## src/rtl/rfg_protocol_pkg.sv

```systemverilog
// Types and byte-order helpers for the RFG byte protocol.
// Both the initiator and the target blocks import this package.
package rfg_protocol_pkg;

    typedef struct packed {
        logic [3:0] vchannel;
        logic       rsvd;
        logic       address_increment;
        logic       read;
        logic       write;
    } header_t;

    typedef enum logic [2:0] {
        IDLE,
        HEADER,
        ADDRESS,
        LENA,
        LENB,
        WRITE_DATA,
        READ_WAIT
    } state_t;

    localparam int unsigned BYTE_HEADER  = 0;
    localparam int unsigned BYTE_ADDRESS = 1;
    localparam int unsigned BYTE_LEN_LSB = 2;
    localparam int unsigned BYTE_LEN_MSB = 3;

    function automatic header_t make_header(input logic write, input logic incr,
                                            input logic [3:0] vch);
        header_t h;
        h.vchannel          = vch;
        h.rsvd              = 1'b0;
        h.address_increment = incr;
        h.read              = ~write;
        h.write             = write;
        return h;
    endfunction

    function automatic logic [7:0] frame_byte(input int unsigned idx, input header_t hdr,
                                              input logic [7:0] addr, input logic [15:0] len);
        case (idx)
            BYTE_HEADER:  return hdr;
            BYTE_ADDRESS: return addr;
            BYTE_LEN_LSB: return len[7:0];
            default:      return len[15:8];
        endcase
    endfunction

endpackage

```

## src/rtl/rfg_axis_protocol_initiator.sv

```systemverilog
// Initiator end of the RFG byte protocol: serialises register commands onto an
// AXIS master and returns read-response bytes on an unbuffered response port.
module rfg_axis_protocol_initiator
    import rfg_protocol_pkg::*;
#(
    parameter logic [7:0]          TARGET_DEST  = 8'd0,
    parameter int unsigned         ID_WIDTH     = 8,
    parameter logic [ID_WIDTH-1:0] SOURCE_ID    = '0,
    parameter int unsigned         RESP_TIMEOUT = 65535
) (
    input  logic                aclk,
    input  logic                aresetn,
    input  logic                cmd_valid,
    output logic                cmd_ready,
    input  logic                cmd_write,
    input  logic                cmd_incr,
    input  logic [3:0]          cmd_vchannel,
    input  logic [7:0]          cmd_address,
    input  logic [15:0]         cmd_length,
    input  logic [7:0]          wr_data,
    input  logic                wr_valid,
    output logic                wr_ready,
    output logic [7:0]          m_axis_tdata,
    output logic                m_axis_tvalid,
    input  logic                m_axis_tready,
    output logic                m_axis_tlast,
    output logic [ID_WIDTH-1:0] m_axis_tid,
    output logic [7:0]          m_axis_tdest,
    input  logic [7:0]          s_axis_tdata,
    input  logic                s_axis_tvalid,
    output logic                s_axis_tready,
    input  logic                s_axis_tlast,
    input  logic [ID_WIDTH-1:0] s_axis_tid,
    output logic [7:0]          rd_data,
    output logic                rd_valid,
    input  logic                rd_ready,
    output logic                rd_last,
    output logic                busy,
    output logic                err_length,
    output logic                err_timeout,
    output logic                err_tid
);

    localparam logic [15:0] TIMEOUT_LAST = 16'(RESP_TIMEOUT - 1);

    state_t      state, next_state;
    header_t     hdr_q, cmd_hdr;
    logic [7:0]  addr_q;
    logic [15:0] remaining;
    logic [15:0] tcnt;
    logic [7:0]  tdata_q;
    logic        tvalid_q, tlast_q;

    logic cmd_hs, m_hs, wr_hs, s_hs, tid_ok, resp_timeout;

    assign cmd_hdr      = make_header(cmd_write, cmd_incr, cmd_vchannel);
    assign cmd_hs       = cmd_valid && cmd_ready;
    assign m_hs         = tvalid_q && m_axis_tready;
    assign wr_hs        = wr_valid && wr_ready;
    assign s_hs         = s_axis_tvalid && s_axis_tready;
    assign tid_ok       = (s_axis_tid == ID_WIDTH'(hdr_q.vchannel));
    // Fires on the edge at which the idle count would reach RESP_TIMEOUT.
    assign resp_timeout = (state == READ_WAIT) && !s_hs && (tcnt == TIMEOUT_LAST);

    assign m_axis_tdata  = tdata_q;
    assign m_axis_tvalid = tvalid_q;
    assign m_axis_tlast  = tlast_q;
    assign m_axis_tid    = SOURCE_ID;
    assign m_axis_tdest  = TARGET_DEST;

    always_ff @(posedge aclk or negedge aresetn) begin
        if (!aresetn) state <= IDLE;
        else          state <= next_state;
    end

    always_comb begin
        next_state = state;
        unique case (state)
            IDLE:       if (cmd_hs && cmd_length != '0) next_state = HEADER;
            HEADER:     if (m_hs) next_state = ADDRESS;
            ADDRESS:    if (m_hs) next_state = LENA;
            LENA:       if (m_hs) next_state = LENB;
            LENB:       if (m_hs) next_state = hdr_q.write ? WRITE_DATA : READ_WAIT;
            WRITE_DATA: if (m_hs && tlast_q) next_state = IDLE;
            READ_WAIT: begin
                if (s_hs && tid_ok && (remaining == 16'd1 || s_axis_tlast)) next_state = IDLE;
                else if (resp_timeout)                                      next_state = IDLE;
            end
            default:    next_state = IDLE;
        endcase
    end

    // The first payload byte may load while the length MSB is being accepted,
    // which keeps the frame at one byte per cycle under full throughput.
    always_comb begin
        cmd_ready     = (state == IDLE);
        busy          = (state != IDLE);
        wr_ready      = (!tvalid_q || m_axis_tready) && (remaining != '0) &&
                        ((state == WRITE_DATA) || (state == LENB && hdr_q.write));
        s_axis_tready = (state == READ_WAIT) ? rd_ready : 1'b1;
        rd_data       = s_axis_tdata;
        rd_valid      = (state == READ_WAIT) && s_axis_tvalid && tid_ok;
        rd_last       = (state == READ_WAIT) && (remaining == 16'd1);
    end

    always_ff @(posedge aclk or negedge aresetn) begin
        if (!aresetn) begin
            hdr_q       <= '0;
            addr_q      <= '0;
            remaining   <= '0;
            tcnt        <= '0;
            tdata_q     <= '0;
            tvalid_q    <= 1'b0;
            tlast_q     <= 1'b0;
            err_length  <= 1'b0;
            err_tid     <= 1'b0;
            err_timeout <= 1'b0;
        end else begin
            err_length  <= 1'b0;
            err_tid     <= 1'b0;
            err_timeout <= 1'b0;
            unique case (state)
                IDLE: begin
                    if (cmd_hs) begin
                        hdr_q     <= cmd_hdr;
                        addr_q    <= cmd_address;
                        remaining <= cmd_length;
                        if (cmd_length == '0) begin
                            err_length <= 1'b1;
                        end else begin
                            tdata_q  <= frame_byte(BYTE_HEADER, cmd_hdr, cmd_address, cmd_length);
                            tvalid_q <= 1'b1;
                            tlast_q  <= 1'b0;
                        end
                    end
                end
                HEADER:  if (m_hs) tdata_q <= frame_byte(BYTE_ADDRESS, hdr_q, addr_q, remaining);
                ADDRESS: if (m_hs) tdata_q <= frame_byte(BYTE_LEN_LSB, hdr_q, addr_q, remaining);
                LENA: begin
                    if (m_hs) begin
                        tdata_q <= frame_byte(BYTE_LEN_MSB, hdr_q, addr_q, remaining);
                        tlast_q <= hdr_q.read;
                    end
                end
                LENB, WRITE_DATA: begin
                    if (wr_hs) begin
                        tdata_q   <= wr_data;
                        tvalid_q  <= 1'b1;
                        tlast_q   <= (remaining == 16'd1);
                        remaining <= remaining - 16'd1;
                    end else if (m_hs) begin
                        tvalid_q <= 1'b0;
                        tlast_q  <= 1'b0;
                    end
                end
                READ_WAIT: begin
                    if (s_hs) begin
                        tcnt <= '0;
                        if (!tid_ok) begin
                            err_tid <= 1'b1;
                        end else begin
                            if (remaining != '0) remaining <= remaining - 16'd1;
                            if (s_axis_tlast && remaining != 16'd1) err_length <= 1'b1;
                        end
                    end else if (resp_timeout) begin
                        tcnt        <= '0;
                        err_timeout <= 1'b1;
                    end else if (tcnt != '1) begin
                        tcnt <= tcnt + 16'd1;
                    end
                end
                default: ;
            endcase
        end
    end

endmodule
```

## config.mk

```make
export PLATFORM = sky130hd
export DESIGN_NAME = rfg_axis_protocol_initiator
export DESIGN_NICKNAME = d
export VERILOG_FILES = /design/src/rtl/rfg_protocol_pkg.sv /design/src/rtl/rfg_axis_protocol_initiator.sv
export SDC_FILE = /design/constraint.sdc
export NUM_CORES = 1
export LEC_CHECK = 0
export ABC_CLOCK_PERIOD_IN_PS = 6200
export CAP_MARGIN = 25
export CORE_ASPECT_RATIO = 2
export CORE_MARGIN = 2
export CORE_UTILIZATION = 42
export DETAILED_ROUTE_END_ITERATION = 16
export HOLD_SLACK_MARGIN = 0.02
export PLACE_DENSITY = 0.68
export SYNTH_ARGS = -nofsm -noshare
export SYNTH_HDL_FRONTEND = slang
export SYNTH_SLANG_ARGS = --single-unit
```

## constraint.sdc

```tcl
create_clock -name aclk -period 6.2 [get_ports aclk]
set_clock_uncertainty 0.2 [all_clocks]
set_input_delay 1.24 -clock aclk [delete_from_list [all_inputs] [get_ports aclk]]
set_output_delay 1.24 -clock aclk [all_outputs]
set_load 0.01 [all_outputs]
```

Word level (Yosys, flattened, before mapping)
Index checks and enable logic that the tools add are counted.
{"block": "totals", "latch_bits": 0, "mem_count": 0, "romBits": 0, "mem_bits_rw": 0, "reg_bits": 62, "inputBits": 62}
{"block": "classes", "div_mod_pow": 0, "n_mul": 0, "shift": 0, "n_eq_ne": 25, "mux": 49, "n_lt_le_gt_ge": 0, "reduce_logical": 40, "addsub": 2, "bitwise": 1}
{"op": "$mux W16", "n": 8}
{"op": "$mux W8", "n": 6}
{"op": "$pmux W16 S3", "n": 1}
{"op": "$pmux W8 S5", "n": 1}
{"op": "$reduce_bool A16 Y1", "n": 2}
{"op": "$mux W3", "n": 8}
{"op": "$pmux W3 S7", "n": 1}
{"op": "$mux W1", "n": 20}
{"op": "$ne A2 B2 Y1 const B", "n": 10}
{"op": "$logic_and A1 B1 Y1", "n": 17}
{"op": "$add A16 B1 Y16 const B", "n": 1}
{"op": "$eq A16 B1 Y1 const B", "n": 1}
{"op": "$eq A16 B16 Y1 const B", "n": 1}
{"op": "$logic_not A16 Y1", "n": 1}
{"op": "$ne A16 B1 Y1 const B", "n": 1}
{"op": "$ne A16 B16 Y1 const B", "n": 1}
{"op": "$sub A16 B1 Y16 const B", "n": 1}
{"op": "$reduce_and A7 Y1", "n": 2}
{"op": "$reduce_bool A3 Y1", "n": 4}
{"op": "$eq A3 B3 Y1 const B", "n": 3}
{"op": "$eq A8 B4 Y1", "n": 1}
{"op": "$eq A3 B2 Y1 const B", "n": 2}
{"op": "$ne A3 B3 Y1 const B", "n": 2}
{"op": "$reduce_and A6 Y1", "n": 1}
{"op": "15 further kinds", "n": 21}

Logic depth before layout (Yosys ltp)
Gate-level depths: netlist (run 1).
{"block": "logic_depth", "word_depth": 9, "mapped_depth": 9, "ltp_nobuf": 8}

Worst setup path after synthesis (run 1)
OpenSTA, ideal clock, no wires.
{"block": "synth_path", "kind": "input to output", "start": "in s_axis_tid[0]", "end": "out rd_valid", "slack_ps": 2772, "n_path_buf": 0, "arrival_time_ps": 1988, "cell_stages": 4, "path_cell_list": "xor2_1 > nor3_1 > and3_1 > and3_1"}
{"block": "synth_between", "elab_chain_cells": 2}
{"item": "start, declared", "line_no": "rfg_axis_protocol_initiator.sv:33", "source": "input logic [ID_WIDTH-1:0] s_axis_tid,"}
{"item": "$eq A8 B4 Y1", "line_no": "rfg_axis_protocol_initiator.sv:61", "source": "assign tid_ok = (s_axis_tid == ID_WIDTH'(hdr_q.vchannel));"}
{"item": "$logic_and A1 B1 Y1", "line_no": "rfg_axis_protocol_initiator.sv:102", "source": "rd_valid = (state == READ_WAIT) && s_axis_tvalid && tid_ok;"}
{"item": "end, declared", "line_no": "rfg_axis_protocol_initiator.sv:35", "source": "output logic rd_valid,"}
No other way between the ends.

Worst setup path in the final report (run 1)
Same ends and word-level chain as after synthesis.

==> impl_metrics.csv, run 1 <==
group,metric,value,unit
status,status,"finished clean",
clock_tree,ctsResizeCount,0,
setup_path,slowest_delay,0.54,ns
synth,synthArstFlopShare,100,%
clock_tree,cts_setup_buffers,0,
floorplan,std_cell_rows,50,
pwr,power_density,468,mW/mm^2
routing,first_pass_iters,5,
setup_path,end_kind,"output pin",
synth,synth_top_family_by_area,"simple AND/OR/NAND/NOR gates",
setup_path,start_kind,"input pin",
hold_path,hp-class,"flop to flop",
routing,drt_iter0_drc,313,
clock_tree,clock_latency,0.33,ns
finish,antennaDiodeCount,0,
clock_tree,cts_root_buffer,"clkbuf_16",
timing,setup_viol,0,
floorplan,coreArea,0.00938,mm^2
floorplan,fp.dieW,73.7,um
synth,syn_avg_cell_area,8.35,um^2
timing,post-route-period-util,72.9,%
finish,layout_commonest_cell,"clkdlybuf4s50_1",
clock_tree,clock-sinks,62,
synth,synth-seq-cells,62,
clock_tree,cts_buffers,9,
floorplan,ioPinCount,105,
routing,routedWlPerCell,17.8,um
pwr,p_leak,1.95,nW
finish,final_cells,649,
routing,wl,11.5,mm
synth,postSynthCellCount,488,
finish,multi_input_area,0.00224,mm^2
finish,area_delta_synth_final,22.5,%
pwr,pwr-share-clk,21.9,%
floorplan,die_h,143,um
global_routing,grt_pass1_vias,3731,
synth,ys_seq_area_share,38.1,%
setup_path,crit_arrival,3.08,ns
pwr,internal-power,1.37,mW
global_routing,overflow,0,
pwr,p_sw_share,41.5,%
synth,syn-cell-area,0.00408,mm^2
synth,ys.flop_type,"dfrtp_1",
finish,layout-drive-gt1-share,8.07,%
timing,slew_violations,0,
setup_path,crit_family,"buffers and inverters",
synth,synth-simple-area-share,24.9,%
global_routing,grt_max_degree,63,
timing,rsz0062_at_grt,"no",
synth,synth_xor_area_share,3.01,%
synth,synth_edf_count,0,
finish,utilization,53.2,%
finish,final_cell_mix,"clkdlybuf4s50_1 (71), dfrtp_1 (62), nand2_1 (54)",
finish,final-seq-area,0.00155,mm^2
finish,num-nets-final,607,
place,place_hpwl,8.67,mm
global_routing,track_usage,23.0,%
setup_path,path_class,"input pin to output pin",
global_routing,busiest_layer,"met2",
timing,period_minus_slack,4.52,ns
place,post-place-ws,1.62,ns
setup_path,path_cells,"clkdlybuf4s50_1 -> xor2_1 -> nor3_1 -> and3_1 -> and3_1 -> clkdlybuf4s50_1",
synth,synth_area_leaders,"dfrtp_1 (38%), nand2_1 (5.0%), a21oi_1 (4.8%), buf_4 (4.6%), o21ai_0 (4.3%)",
clock_tree,cts_hold_buf,0,
global_routing,gr-usage-met3,3.65,%
setup_path,crit_slowest_cell,"clkdlybuf4s50_1",
clock_tree,clkTransAtPathRegs,0.05,ns
place,globalplace.congestion,0.919,
routing,vias,3861,
synth,synth.area.mux_share,4.08,%
synth,synth-compound-area-share,20.0,%
timing,hold_viol,0,
run,drv_cap,0,
place,port_buffers,72,
synth,yosys.cell_types.count,61,
floorplan,start_util,43.4,%
setup_path,cp.required,4.76,ns
floorplan,dieArea,0.0106,mm^2
timing,timing.fmax,221,MHz
synth,synthAdderAreaFrac,1.53,%
global_routing,grt_use_met2,39.8,%
routing,viasPerCell,5.95,
timing,tns,0,ns
timing,worst_slew_pin_slew,0.987,ns
global_routing,grt_pass1_wl,18.6,mm
global_routing,met1_usage,26.0,%
timing,slew_headroom,34.1,%
finish,fillers,927,
setup_path,crit_buf_inv,2,
pwr,irDropWorstVdd,0.240,mV
clock_tree,cts_tree,"built",
timing,holdWs,0.312,ns
synth,synth_warnings,0,
synth,synth_top_cell_by_area,"dfrtp_1",
routing,ant_nets,0,
pwr,seqPwrFrac,35.4,%
global_routing,grt_antenna_before_repair,0,
place,dp.cells,633,
clock_tree,htreeDepth,3,
timing,setup_slack,1.68,ns
setup_path,crit_fanout,3,
clock_tree,clk_path_buf_depth,2,
synth,synth.top_cell.area_share,38.1,%
pwr,switchingPower,969,uW
pwr,power.share.combinational,42.6,%
routing,drc_errors,0,
==> per-layer routing <==
metal / wire length [um] / up-vias
li1: - / 1827
met1: 4250 / 1882
met2: 6350 / 125
met3: 542 / 27
met4: 409 / 0
met5: 0 / -
==> cell type report <==
type	count	area share, %
Clock buffer	13	5.21
Clock inverter	3	0.852
Inverter	8	0.601
Multi-Input combinational cell	384	44.9
Sequential cell	62	31.1
Tap cell	104	2.61
Timing Repair Buffer	75	14.8
==> synthesized netlist by cell type, types with 9 or more instances <==
cell and count:
dfrtp_1 62, nor3_1 12, clkbuf_1 12, nand2b_1 12
a31oi_1 16, a21oi_1 39, o22ai_1 9, nand2_1 54
o21ai_0 35, xor2_1 11, nand4_1 13, buf_4 25
nand3_1 19, nor2_1 46, mux2_2 13
==> final timing paths <==
check / startpoint / to / slack [ns] / cells after the start
max in group asynchronous: aresetn / err_tid$_DFF_PN0_ / 4.38 / 2
max reg2reg: state[2]$_DFFE_PN0P_ / remaining[2]$_DFFE_PN0P_ / 3.00 / 5
min reg2reg: addr_q[5]$_DFFE_PN0P_ / addr_q[5]$_DFFE_PN0P_ / 0.31 / 1
min in group asynchronous: aresetn / tcnt[11]$_DFFE_PN0P_ / 0.87 / 2
min: addr_q[5]$_DFFE_PN0P_ / addr_q[5]$_DFFE_PN0P_ / 0.31 / 1
max: s_axis_tid[0] / rd_valid / 1.68 / 6
==> through the flow <==
stage | instance area (um^2) | power [mW]
3_3_place_gp | 4690 | 1.79
6_report | 4990 | 2.34
3_5_place_dp | 4690 | 1.82
4_1_cts | 4990 | 2.34
2_1_floorplan | 4130 | 1.50
5_1_grt | 4990 | 2.51
==> power groups by stage <==
stage               clock network (mW)  logic [mW]  registers, mW
floorplan                            0       0.765          0.735
global placement                     0       0.970          0.825
detailed placement                   0       0.992          0.831
CTS                              0.519       0.999          0.825
global route                     0.541        1.11          0.860
finish                           0.513       0.996          0.828
==> cells by family after synthesis <==
group,after synthesis
simple gates,200
other cells,1
xor+xnor,14
buf+inv,57
fa+ha+maj,5
flops,62
mux,15
compound gates,134
==> sequential cells by signal (all words and copies together) (netlist names) <==
register	count
remaining	16
tcnt	16
addr_q	8
m_axis_tdata	8
hdr_q	6
state	3
err_length	1
err_tid	1
err_timeout	1
m_axis_tlast	1
m_axis_tvalid	1
Power figures use the tool's default switching activity.
==> inputs of run 2 (changes only) <==
ABC_CLOCK_PERIOD_IN_PS = 4200   (was 6200)
clock period = 4.2 ns   (was 6.2 ns; I/O delays follow)
==> run 2 against run 1 <==
  * Setup slack worse by 1.2 ns
  * Clock power is 48% higher
  * Power is 49% higher
  * Via count up 0.96%
  * Critical path depth is the same
  * Die area stayed put
  * Core utilization rose by 0.53 points
==> impl_metrics.csv, run 2 (synthesis results as in run 1) <==
group,metric,value,unit
place,globalplace.congestion,0.946,
clock_tree,cts_setup_buffers,0,
clock_tree,clk_path_buf_depth,2,
timing,post-route-period-util,87.9,%
global_routing,grt_pass1_vias,3883,
routing,first_pass_iters,5,
timing,period_minus_slack,3.69,ns
finish,final_cell_mix,"clkdlybuf4s50_1 (71), dfrtp_1 (62), nand2_1 (54)",
setup_path,start_kind,"input pin",
floorplan,std_cell_rows,50,
finish,reg.largest.list,"remaining x16, tcnt x16",
setup_path,crit_arrival,2.65,ns
clock_tree,cts_buffers,9,
timing,worst_slew_pin_slew,0.950,ns
clock_tree,cts_tree,"built",
pwr,seqPwrFrac,34.4,%
clock_tree,cts_root_buffer,"clkbuf_16",
floorplan,start_util,43.4,%
timing,holdWs,0.200,ns
floorplan,dieArea,0.0106,mm^2
pwr,internal-power,2.04,mW
clock_tree,clock_latency,0.33,ns
floorplan,ioPinCount,105,
clock_tree,ctsResizeCount,0,
routing,drc_errors,0,
floorplan,coreArea,0.00938,mm^2
place,port_buffers,72,
finish,layout_commonest_cell,"clkdlybuf4s50_1",
routing,ant_nets,0,
clock_tree,clkTransAtPathRegs,0.05,ns
pwr,irDropWorstVdd,0.330,mV
setup_path,path_class,"input pin to output pin",
clock_tree,clock-sinks,62,
global_routing,overflow,0,
finish,area_delta_synth_final,23.7,%
finish,num-nets-final,612,
setup_path,crit_fanout,3,
pwr,power_density,688,mW/mm^2
run,drv_cap,0,
routing,wl,11.8,mm
clock_tree,htreeDepth,3,
timing,timing.fmax,271,MHz
global_routing,grt_max_degree,42,
timing,setup_viol,0,
timing,tns,0,ns
timing,rsz0062_at_grt,"no",
finish,layout-drive-gt1-share,8.91,%
pwr,power.share.combinational,43.7,%
setup_path,cp.required,3.16,ns
pwr,pwr-share-clk,21.9,%
routing,routedWlPerCell,18.0,um
status,status,"finished clean",
pwr,p_leak,1.98,nW
finish,antennaDiodeCount,0,
pwr,switchingPower,1.44,mW
setup_path,end_kind,"output pin",
global_routing,track_usage,23.3,%
routing,viasPerCell,5.96,
timing,hold_viol,0,
routing,drt_iter0_drc,315,
routing,vias,3898,
pwr,p_sw_share,41.3,%
place,place_hpwl,8.94,mm
global_routing,grt_antenna_before_repair,0,
timing,slew_violations,0,
hold_path,hp-class,"input pin to asynchronous set/reset pin",
floorplan,die_h,143,um
floorplan,fp.dieW,73.7,um
timing,slew_headroom,36.6,%
clock_tree,cts_hold_buf,0,
global_routing,grt_pass1_wl,18.8,mm
-- run 2: changes by cell type in the layout (fill, tap and decap cells not counted) --
cell,delta
buf_4,+4
buf_12,+1
-- run 2: power by group through the flow --
stage	Combinational (mW)	Clock, mW	Sequential [mW]
floorplan	1.13	0	1.08
global placement	1.48	0	1.19
detailed placement	1.51	0	1.20
CTS	1.52	0.767	1.19
global route	1.69	0.799	1.23
finish	1.52	0.759	1.20
-- run 2: through the flow --
| stage | worst slack, ns | power (mW) | area [um^2] | utilization (%) | cells |
|---|---|---|---|---|---|
| global placement | 0.432 | 2.67 | 4720 | 50.3 | 637 |
| detailed placement | 0.441 | 2.71 | 4720 | 50.3 | 637 |
| finish | 0.509 | 3.47 | 5040 | 53.7 | 654 |
| CTS | 0.451 | 3.48 | 5020 | 53.5 | 653 |
| global route | 0.377 | 3.72 | 5040 | 53.7 | 654 |
| floorplan | 1.57 | 2.21 | 4130 | - | 503 |
-- run 2: layout make-up --
type | count | area [um^2]
clock inverter | 3 | 42.5
timing repair buffer | 80 | 788
inverter | 8 | 30.0
tap | 104 | 130
fill | 900 | 4340
sequential | 62 | 1550
clock buffer | 13 | 260
multi-input combinational | 384 | 2240
-- run 2: per-layer routing --
layer	up-vias	share of wire [%]	track usage (%)
li1	1834	-	-
met1	1853	36	26.0
met2	172	53	40.0
met3	39	6.3	4.63
met4	0	4.5	13.4
met5	-	0	0
-- run 2: final timing paths --
| check | startpoint | end | slack [ns] | cells after the start |
|---|---|---|---|---|
| setup / recovery | s_axis_tid[0] | rd_valid | 0.51 | 6 |
| hold / removal | aresetn | tcnt[13]$_DFFE_PN0P_ | 0.20 | 1 |
| setup reg to reg | state[2]$_DFFE_PN0P_ | remaining[2]$_DFFE_PN0P_ | 1.36 | 5 |
| hold reg to reg | addr_q[4]$_DFFE_PN0P_ | addr_q[4]$_DFFE_PN0P_ | 0.32 | 1 |
| max in group asynchronous | aresetn | m_axis_tdata[2]$_DFFE_PN0P_ | 2.76 | 3 |
| min in group aclk | addr_q[4]$_DFFE_PN0P_ | addr_q[4]$_DFFE_PN0P_ | 0.32 | 1 |
-- run 2: critical path, cell delays in order --
cell and delay (ns):
clkdlybuf4s50_1 0.41, xor2_1 0.14, nor3_1 0.28, and3_1 0.25
and3_1 0.18, clkdlybuf4s50_1 0.54
